## config.mk

```make
export PLATFORM = sky130hd
export DESIGN_NAME = axilite_cmd_m
export DESIGN_NICKNAME = d
export VERILOG_FILES = /design/src/rtl/axilite_cmd_m.sv
export SDC_FILE = /design/constraint.sdc
export NUM_CORES = 1
export LEC_CHECK = 0
export ABC_AREA = 1
export BUFFER_PORTS_ARGS = -buffer_cell sky130_fd_sc_hd__buf_4
export CAP_MARGIN = 10
export CORE_ASPECT_RATIO = 0.5
export CORE_MARGIN = 2
export CORE_UTILIZATION = 43
export CTS_BUF_LIST = sky130_fd_sc_hd__clkbuf_4
export DETAILED_ROUTE_END_ITERATION = 10
export GPL_ROUTABILITY_DRIVEN = 0
export GPL_TIMING_DRIVEN = 0
export PLACE_DENSITY = 0.8
export SLEW_MARGIN = 20
export SYNTH_ARGS = -nofsm -noshare
export SYNTH_HDL_FRONTEND = slang
export SYNTH_SLANG_ARGS = --single-unit
```

## constraint.sdc

```tcl
create_clock -name m_axi_aclk -period 1.5 [get_ports m_axi_aclk]
set_input_delay 0.3 -clock m_axi_aclk [delete_from_list [all_inputs] [get_ports m_axi_aclk]]
set_output_delay 0.3 -clock m_axi_aclk [all_outputs]
set_load 0.01 [all_outputs]
```

## src/rtl/axilite_cmd_m.sv

```systemverilog
// axilite_cmd_m: single-outstanding AXI4-Lite master driven by a simple
// command/response interface.
//
// Ports:
//   m_axi_aclk, m_axi_aresetn    clock; synchronous active-low reset
//   cmd_valid/cmd_ready          command handshake (ready only while idle)
//   cmd_wr, cmd_addr, cmd_wdata, cmd_wstrb
//                                 command fields, latched on acceptance
//   rsp_valid                    one-cycle completion pulse
//   rsp_rdata, rsp_resp          read data (0 for writes) and BRESP/RRESP
//   rsp_timeout                  set with rsp_valid when a wait state aborted
//   m_axi_aw*/w*/b*/ar*/r*       AXI4-Lite master channels
//
// Each wait state (WRITE, WRESP, RADDR, RDATA) is bounded by TIMEOUT_CYCLES;
// on expiry every VALID/READY drops and a SLVERR-coded response is returned.
module axilite_cmd_m #(
  parameter int unsigned TIMEOUT_CYCLES = 16
) (
  input  logic        m_axi_aclk,
  input  logic        m_axi_aresetn,

  input  logic        cmd_valid,
  output logic        cmd_ready,
  input  logic        cmd_wr,
  input  logic [31:0] cmd_addr,
  input  logic [31:0] cmd_wdata,
  input  logic [3:0]  cmd_wstrb,

  output logic        rsp_valid,
  output logic [31:0] rsp_rdata,
  output logic [1:0]  rsp_resp,
  output logic        rsp_timeout,

  output logic        m_axi_awvalid,
  input  logic        m_axi_awready,
  output logic [31:0] m_axi_awaddr,

  output logic        m_axi_wvalid,
  input  logic        m_axi_wready,
  output logic [31:0] m_axi_wdata,
  output logic [3:0]  m_axi_wstrb,

  input  logic        m_axi_bvalid,
  output logic        m_axi_bready,
  input  logic [1:0]  m_axi_bresp,

  output logic        m_axi_arvalid,
  input  logic        m_axi_arready,
  output logic [31:0] m_axi_araddr,

  input  logic        m_axi_rvalid,
  output logic        m_axi_rready,
  input  logic [31:0] m_axi_rdata,
  input  logic [1:0]  m_axi_rresp
);

  localparam logic [2:0] IDLE  = 3'd0;
  localparam logic [2:0] WRITE = 3'd1;
  localparam logic [2:0] WRESP = 3'd2;
  localparam logic [2:0] RADDR = 3'd3;
  localparam logic [2:0] RDATA = 3'd4;
  localparam logic [2:0] DONE  = 3'd5;

  // Counter value in the last permitted cycle of a wait state.
  localparam logic [7:0] WAIT_LAST = 8'(TIMEOUT_CYCLES - 1);

  logic [2:0]  state, state_nxt;
  logic [7:0]  wait_cnt;
  logic        aw_done, w_done;
  logic [31:0] addr_q;
  logic        in_wait, timeout_hit, timeout_abort;
  logic        aw_hs, w_hs, b_hs, ar_hs, r_hs;

  assign aw_hs = m_axi_awvalid & m_axi_awready;
  assign w_hs  = m_axi_wvalid  & m_axi_wready;
  assign b_hs  = m_axi_bvalid  & m_axi_bready;
  assign ar_hs = m_axi_arvalid & m_axi_arready;
  assign r_hs  = m_axi_rvalid  & m_axi_rready;

  assign in_wait     = (state == WRITE) || (state == WRESP) ||
                       (state == RADDR) || (state == RDATA);
  assign timeout_hit = in_wait && (wait_cnt == WAIT_LAST);

  // Gated by reset so no command appears acceptable while reset is held.
  assign cmd_ready    = (state == IDLE) && m_axi_aresetn;
  assign m_axi_awaddr = addr_q;
  assign m_axi_araddr = addr_q;

  // A completing handshake takes priority over a timeout in the same cycle.
  always_comb begin
    state_nxt     = state;
    timeout_abort = 1'b0;
    case (state)
      IDLE: begin
        if (cmd_valid) state_nxt = cmd_wr ? WRITE : RADDR;
      end
      WRITE: begin
        if ((aw_done || aw_hs) && (w_done || w_hs)) begin
          state_nxt = WRESP;
        end else if (timeout_hit) begin
          state_nxt     = DONE;
          timeout_abort = 1'b1;
        end
      end
      WRESP: begin
        if (b_hs) begin
          state_nxt = DONE;
        end else if (timeout_hit) begin
          state_nxt     = DONE;
          timeout_abort = 1'b1;
        end
      end
      RADDR: begin
        if (ar_hs) begin
          state_nxt = RDATA;
        end else if (timeout_hit) begin
          state_nxt     = DONE;
          timeout_abort = 1'b1;
        end
      end
      RDATA: begin
        if (r_hs) begin
          state_nxt = DONE;
        end else if (timeout_hit) begin
          state_nxt     = DONE;
          timeout_abort = 1'b1;
        end
      end
      DONE:    state_nxt = IDLE;
      default: state_nxt = IDLE;
    endcase
  end

  always_ff @(posedge m_axi_aclk) begin
    if (!m_axi_aresetn) begin
      state         <= IDLE;
      wait_cnt      <= '0;
      aw_done       <= 1'b0;
      w_done        <= 1'b0;
      addr_q        <= '0;
      m_axi_wdata   <= '0;
      m_axi_wstrb   <= '0;
      m_axi_awvalid <= 1'b0;
      m_axi_wvalid  <= 1'b0;
      m_axi_bready  <= 1'b0;
      m_axi_arvalid <= 1'b0;
      m_axi_rready  <= 1'b0;
      rsp_valid     <= 1'b0;
      rsp_rdata     <= '0;
      rsp_resp      <= '0;
      rsp_timeout   <= 1'b0;
    end else begin
      state <= state_nxt;
      if (state_nxt != state) begin
        wait_cnt <= '0;
      end else if (in_wait) begin
        wait_cnt <= wait_cnt + 8'd1;
      end

      rsp_valid <= 1'b0;

      case (state)
        IDLE: begin
          if (cmd_valid) begin
            addr_q        <= cmd_addr;
            m_axi_wdata   <= cmd_wdata;
            m_axi_wstrb   <= cmd_wstrb;
            m_axi_awvalid <= cmd_wr;
            m_axi_wvalid  <= cmd_wr;
            m_axi_arvalid <= ~cmd_wr;
            aw_done       <= 1'b0;
            w_done        <= 1'b0;
          end
        end
        WRITE: begin
          // AW and W retire independently; WRESP waits for both.
          if (aw_hs) begin
            m_axi_awvalid <= 1'b0;
            aw_done       <= 1'b1;
          end
          if (w_hs) begin
            m_axi_wvalid <= 1'b0;
            w_done       <= 1'b1;
          end
          if (state_nxt == WRESP) m_axi_bready <= 1'b1;
        end
        WRESP: begin
          if (b_hs) begin
            m_axi_bready <= 1'b0;
            rsp_valid    <= 1'b1;
            rsp_resp     <= m_axi_bresp;
            rsp_rdata    <= '0;
            rsp_timeout  <= 1'b0;
          end
        end
        RADDR: begin
          if (ar_hs) begin
            m_axi_arvalid <= 1'b0;
            m_axi_rready  <= 1'b1;
          end
        end
        RDATA: begin
          if (r_hs) begin
            m_axi_rready <= 1'b0;
            rsp_valid    <= 1'b1;
            rsp_resp     <= m_axi_rresp;
            rsp_rdata    <= m_axi_rdata;
            rsp_timeout  <= 1'b0;
          end
        end
        default: ;
      endcase

      if (timeout_abort) begin
        m_axi_awvalid <= 1'b0;
        m_axi_wvalid  <= 1'b0;
        m_axi_bready  <= 1'b0;
        m_axi_arvalid <= 1'b0;
        m_axi_rready  <= 1'b0;
        rsp_valid     <= 1'b1;
        rsp_resp      <= 2'b10;
        rsp_rdata     <= '0;
        rsp_timeout   <= 1'b1;
      end
    end
  end

endmodule

```

==> results.sh <==
export IMPL_status="finished, violations left"
export IMPL_reg2reg_slack_ns=-0.21
export IMPL_grt_util_met2_pct=41.9
export IMPL_crit_required_ns=1.92
export IMPL_hold_violations=0
export IMPL_worst_slew_pin_slew_ns=0.605
export IMPL_fin_crit_sh_pct=114
export IMPL_critPathArrivalTime_ns=2.13
export IMPL_fp_dieH_um=81.1
export IMPL_hold_path_end="rsp_valid"
export IMPL_postSynthCellCount=645
export IMPL_ys_types=31
export IMPL_critPathLaunchType="flip-flop"
export IMPL_ys_ff_latch=122
export IMPL_clkLatencyLatePin_ns=0.50
export IMPL_setup_ws_ns=-0.214
export IMPL_drt_pass1_iterations=4
export IMPL_synth_avg_cell_area_um2=7.92
export IMPL_cts_root_buffer_cell="clkbuf_4"
export IMPL_hp_class="input pin to flip-flop"
export IMPL_finalWirelength_um=16900
export IMPL_ir_worst_vdd_mv=0.485
export IMPL_leakagePower_nw=3.71
export IMPL_drc=0
export IMPL_violations="negative setup slack"
export IMPL_first_iter_violations=297
export IMPL_final_util_pct=69.6
export IMPL_h_tree_depth=4
export IMPL_holdWs_ns=0.0351
export IMPL_hold_depth=3
export IMPL_ios=255
export IMPL_max_slew_margin_rel_pct=59.6
export IMPL_vias=5595
export IMPL_end_kind="flip-flop"
export IMPL_setup_viol=39
export IMPL_die_w_um=158
export IMPL_finalClockSkew_ns=0.0204
export IMPL_numCtsBuffers=17
export IMPL_ys_seq_area_share_pct=47.8
export IMPL_diodes=0
export IMPL_grt_pass1_vias=5055
export IMPL_gr_total_overflow=0
export IMPL_rr_worst_depth=13
export IMPL_top_usage_layer="met2"
export IMPL_drive_above_1_share_pct=48.6
export IMPL_worstPathMaxFanout=8
export IMPL_placed_cell_area_mm2=0.00722
export IMPL_rsz0062_at_grt="true"
export IMPL_start_util_pct=43.6
export IMPL_wl_per_cell_um=14.9
export IMPL_num_rows=28
export IMPL_hpwl_um=11300
export IMPL_die_area_mm2=0.0128
export IMPL_max_cap_violations=0
export IMPL_final_design_area_no_fill_mm2=0.00815
export IMPL_cts_tree="built"
export IMPL_ant_nets=0
export IMPL_grt_use_met1_pct=27.5
export IMPL_period_needed_ns=1.71
export IMPL_path_clk_slew_ns=0.12
export IMPL_grtUsageTotal_pct=23.1
export IMPL_grtUsageMet3_pct=5.23
export IMPL_reg2reg_from="state[2]"
export IMPL_syn_area_mm2=0.00511
export IMPL_coreArea_mm2=0.0117
export IMPL_fin_nets=1067
export IMPL_min_from="m_axi_aresetn"
export IMPL_r2r_end="wait_cnt[1]"
export IMPL_drv_slew=0
export IMPL_antenna_found_initial=0
export IMPL_grt_max_degree=17
export IMPL_max_freq_mhz=583
export IMPL_syn_num_nets=759
export IMPL_critPathKind="flip-flop to flip-flop"
export IMPL_grt_pass1_wl_um=23600
export IMPL_powerDensity_mw_per_mm2=893
export IMPL_ys_warn_count=0
export IMPL_clockBufferDepth=2
export IMPL_avgViaCountPerCell=4.95
export IMPL_area_growth_pct=59.5
export IMPL_port_buffers=254
export IMPL_cts_sinks=122
[registers in the layout, summed over array words and instances, names as in the netlist]
signal / flops
m_axi_awvalid: 1
m_axi_wstrb: 4
w_done: 1
m_axi_arvalid: 1
rsp_timeout: 1
m_axi_rready: 1
m_axi_wdata: 32
m_axi_bready: 1
wait_cnt: 8
rsp_rdata: 32
rsp_resp: 2
rsp_valid: 1
m_axi_wvalid: 1
state: 3
aw_done: 1
m_axi_araddr: 32
[worst max path at each step]
stage | startpoint | end | cells past startpoint
after global routing | state[2] | wait_cnt[6] | 13
after CTS | state[2] | cmd_ready | 4
final | state[2] | wait_cnt[1] | 13
after detailed placement | state[1] | rsp_rdata[17] | 11
after floorplan | state[1] | m_axi_rready | 11
after global placement | state[1] | rsp_rdata[19] | 11
[kinds of logic (layout without fill, tap and decap cells)]
family,after synthesis,count (layout),share of synthesized area [%]
DFF,122,122,47.8
xor gates and xnor gates,7,7,1.20
buffers and inverters,97,418,11.0
muxes,2,2,0.441
adders and majority gates,1,1,0.245
AOI/OAI and AO/OA,124,124,14.1
and+or+nand+nor,292,292,25.3
[report_power, final]
group          total, mW  internal [mW]  switching, mW
registers           3.49           3.38          0.107
clock network       2.31          0.988           1.32
logic               1.48          0.767          0.717
[layout by cell type, fill, tap and decap left out, types with 3 or more instances in the layout]
cell type,count
a21oi_1,82
a21oi_2,29
a31oi_1,3
buf_2,7
buf_4,311
buf_6,17
buf_8,5
clkbuf_1,12
clkbuf_4,18
clkinv_2,3
clkinvlp_4,3
dfxtp_1,112
dfxtp_2,7
dfxtp_4,3
dlygate4sd3_1,7
inv_1,14
inv_2,3
inv_4,5
inv_6,4
nand2_1,199
nand2_2,8
nand2_4,6
nand3_1,9
nand3_2,5
nand4_1,35
nor2_1,10
nor2_2,12
nor2_4,3
xnor2_1,3
xor2_1,4
[stage by stage]
step	TNS, ns	total power [mW]	std cells	setup WS [ns]
after floorplan	0	4.17	645	0.0103
after global placement	-14.16	4.81	1064	-0.209
after detailed placement	-18.66	4.84	1064	-0.258
after CTS	-2.41	7.22	1115	-0.156
after global routing	-10.90	7.61	1131	-0.275
final	-4.46	7.28	1131	-0.214
[synthesized netlist by cell type, drive strengths merged]
| library cell | number | area share [%] |
|---|---|---|
| a21oi | 111 | 12 |
| a31oi | 5 | 0.86 |
| buf | 61 | 8.3 |
| clkbuf | 13 | 0.96 |
| dfxtp | 122 | 48 |
| ha | 1 | 0.24 |
| inv | 23 | 1.7 |
| mux2 | 2 | 0.44 |
| nand2 | 213 | 16 |
| nand3 | 15 | 1.6 |
| nand3b | 2 | 0.37 |
| nand4 | 35 | 4.3 |
| nor2 | 25 | 2.4 |
| nor3 | 2 | 0.20 |
| o21ai | 8 | 0.86 |
| xnor2 | 3 | 0.51 |
| xor2 | 4 | 0.69 |
[area by class of cell]
class	count	area, µm²
Buffer	71	568
Clock inverter	15	149
Tap cell	165	206
Fill cell	958	3560
Clock buffer	17	128
Sequential cell	122	2460
Multi-Input combinational cell	426	2290
Inverter	23	104
Timing Repair Buffer	292	2240
[critical path, cell delays in order, from the launching register on]
cell and delay [ns]:
dfxtp_4 0.37, buf_6 0.14, inv_4 0.09, nand3_4 0.08, inv_2 0.09, nand2_2 0.07, buf_4 0.14, o21ai_2 0.06
nand2_2 0.10, nand3_1 0.11, nand2_1 0.09, nand2_2 0.08, nand2_4 0.11, nor2_2 0.10
[layer usage]
layer	share of wire, %	vias up	wire length, µm
met2	52	194	8790
met5	0	-	0
met1	41	2658	6880
met3	5.5	30	928
met4	1.6	0	278
li1	-	2713	-
[timing repair]
| item | 4_1_cts | 5_1_grt |
|---|---|---|
| pin swaps | 5 | 6 |
| hold endpoints to repair | 3 | 4 |
| hold buffers | 3 | 4 |
| gates resized for setup | 50 | 64 |
| buffers inserted | 18 | 13 |
| setup endpoints to repair | 119 | 108 |
No activity file was read; power rests on OpenSTA's default activity.
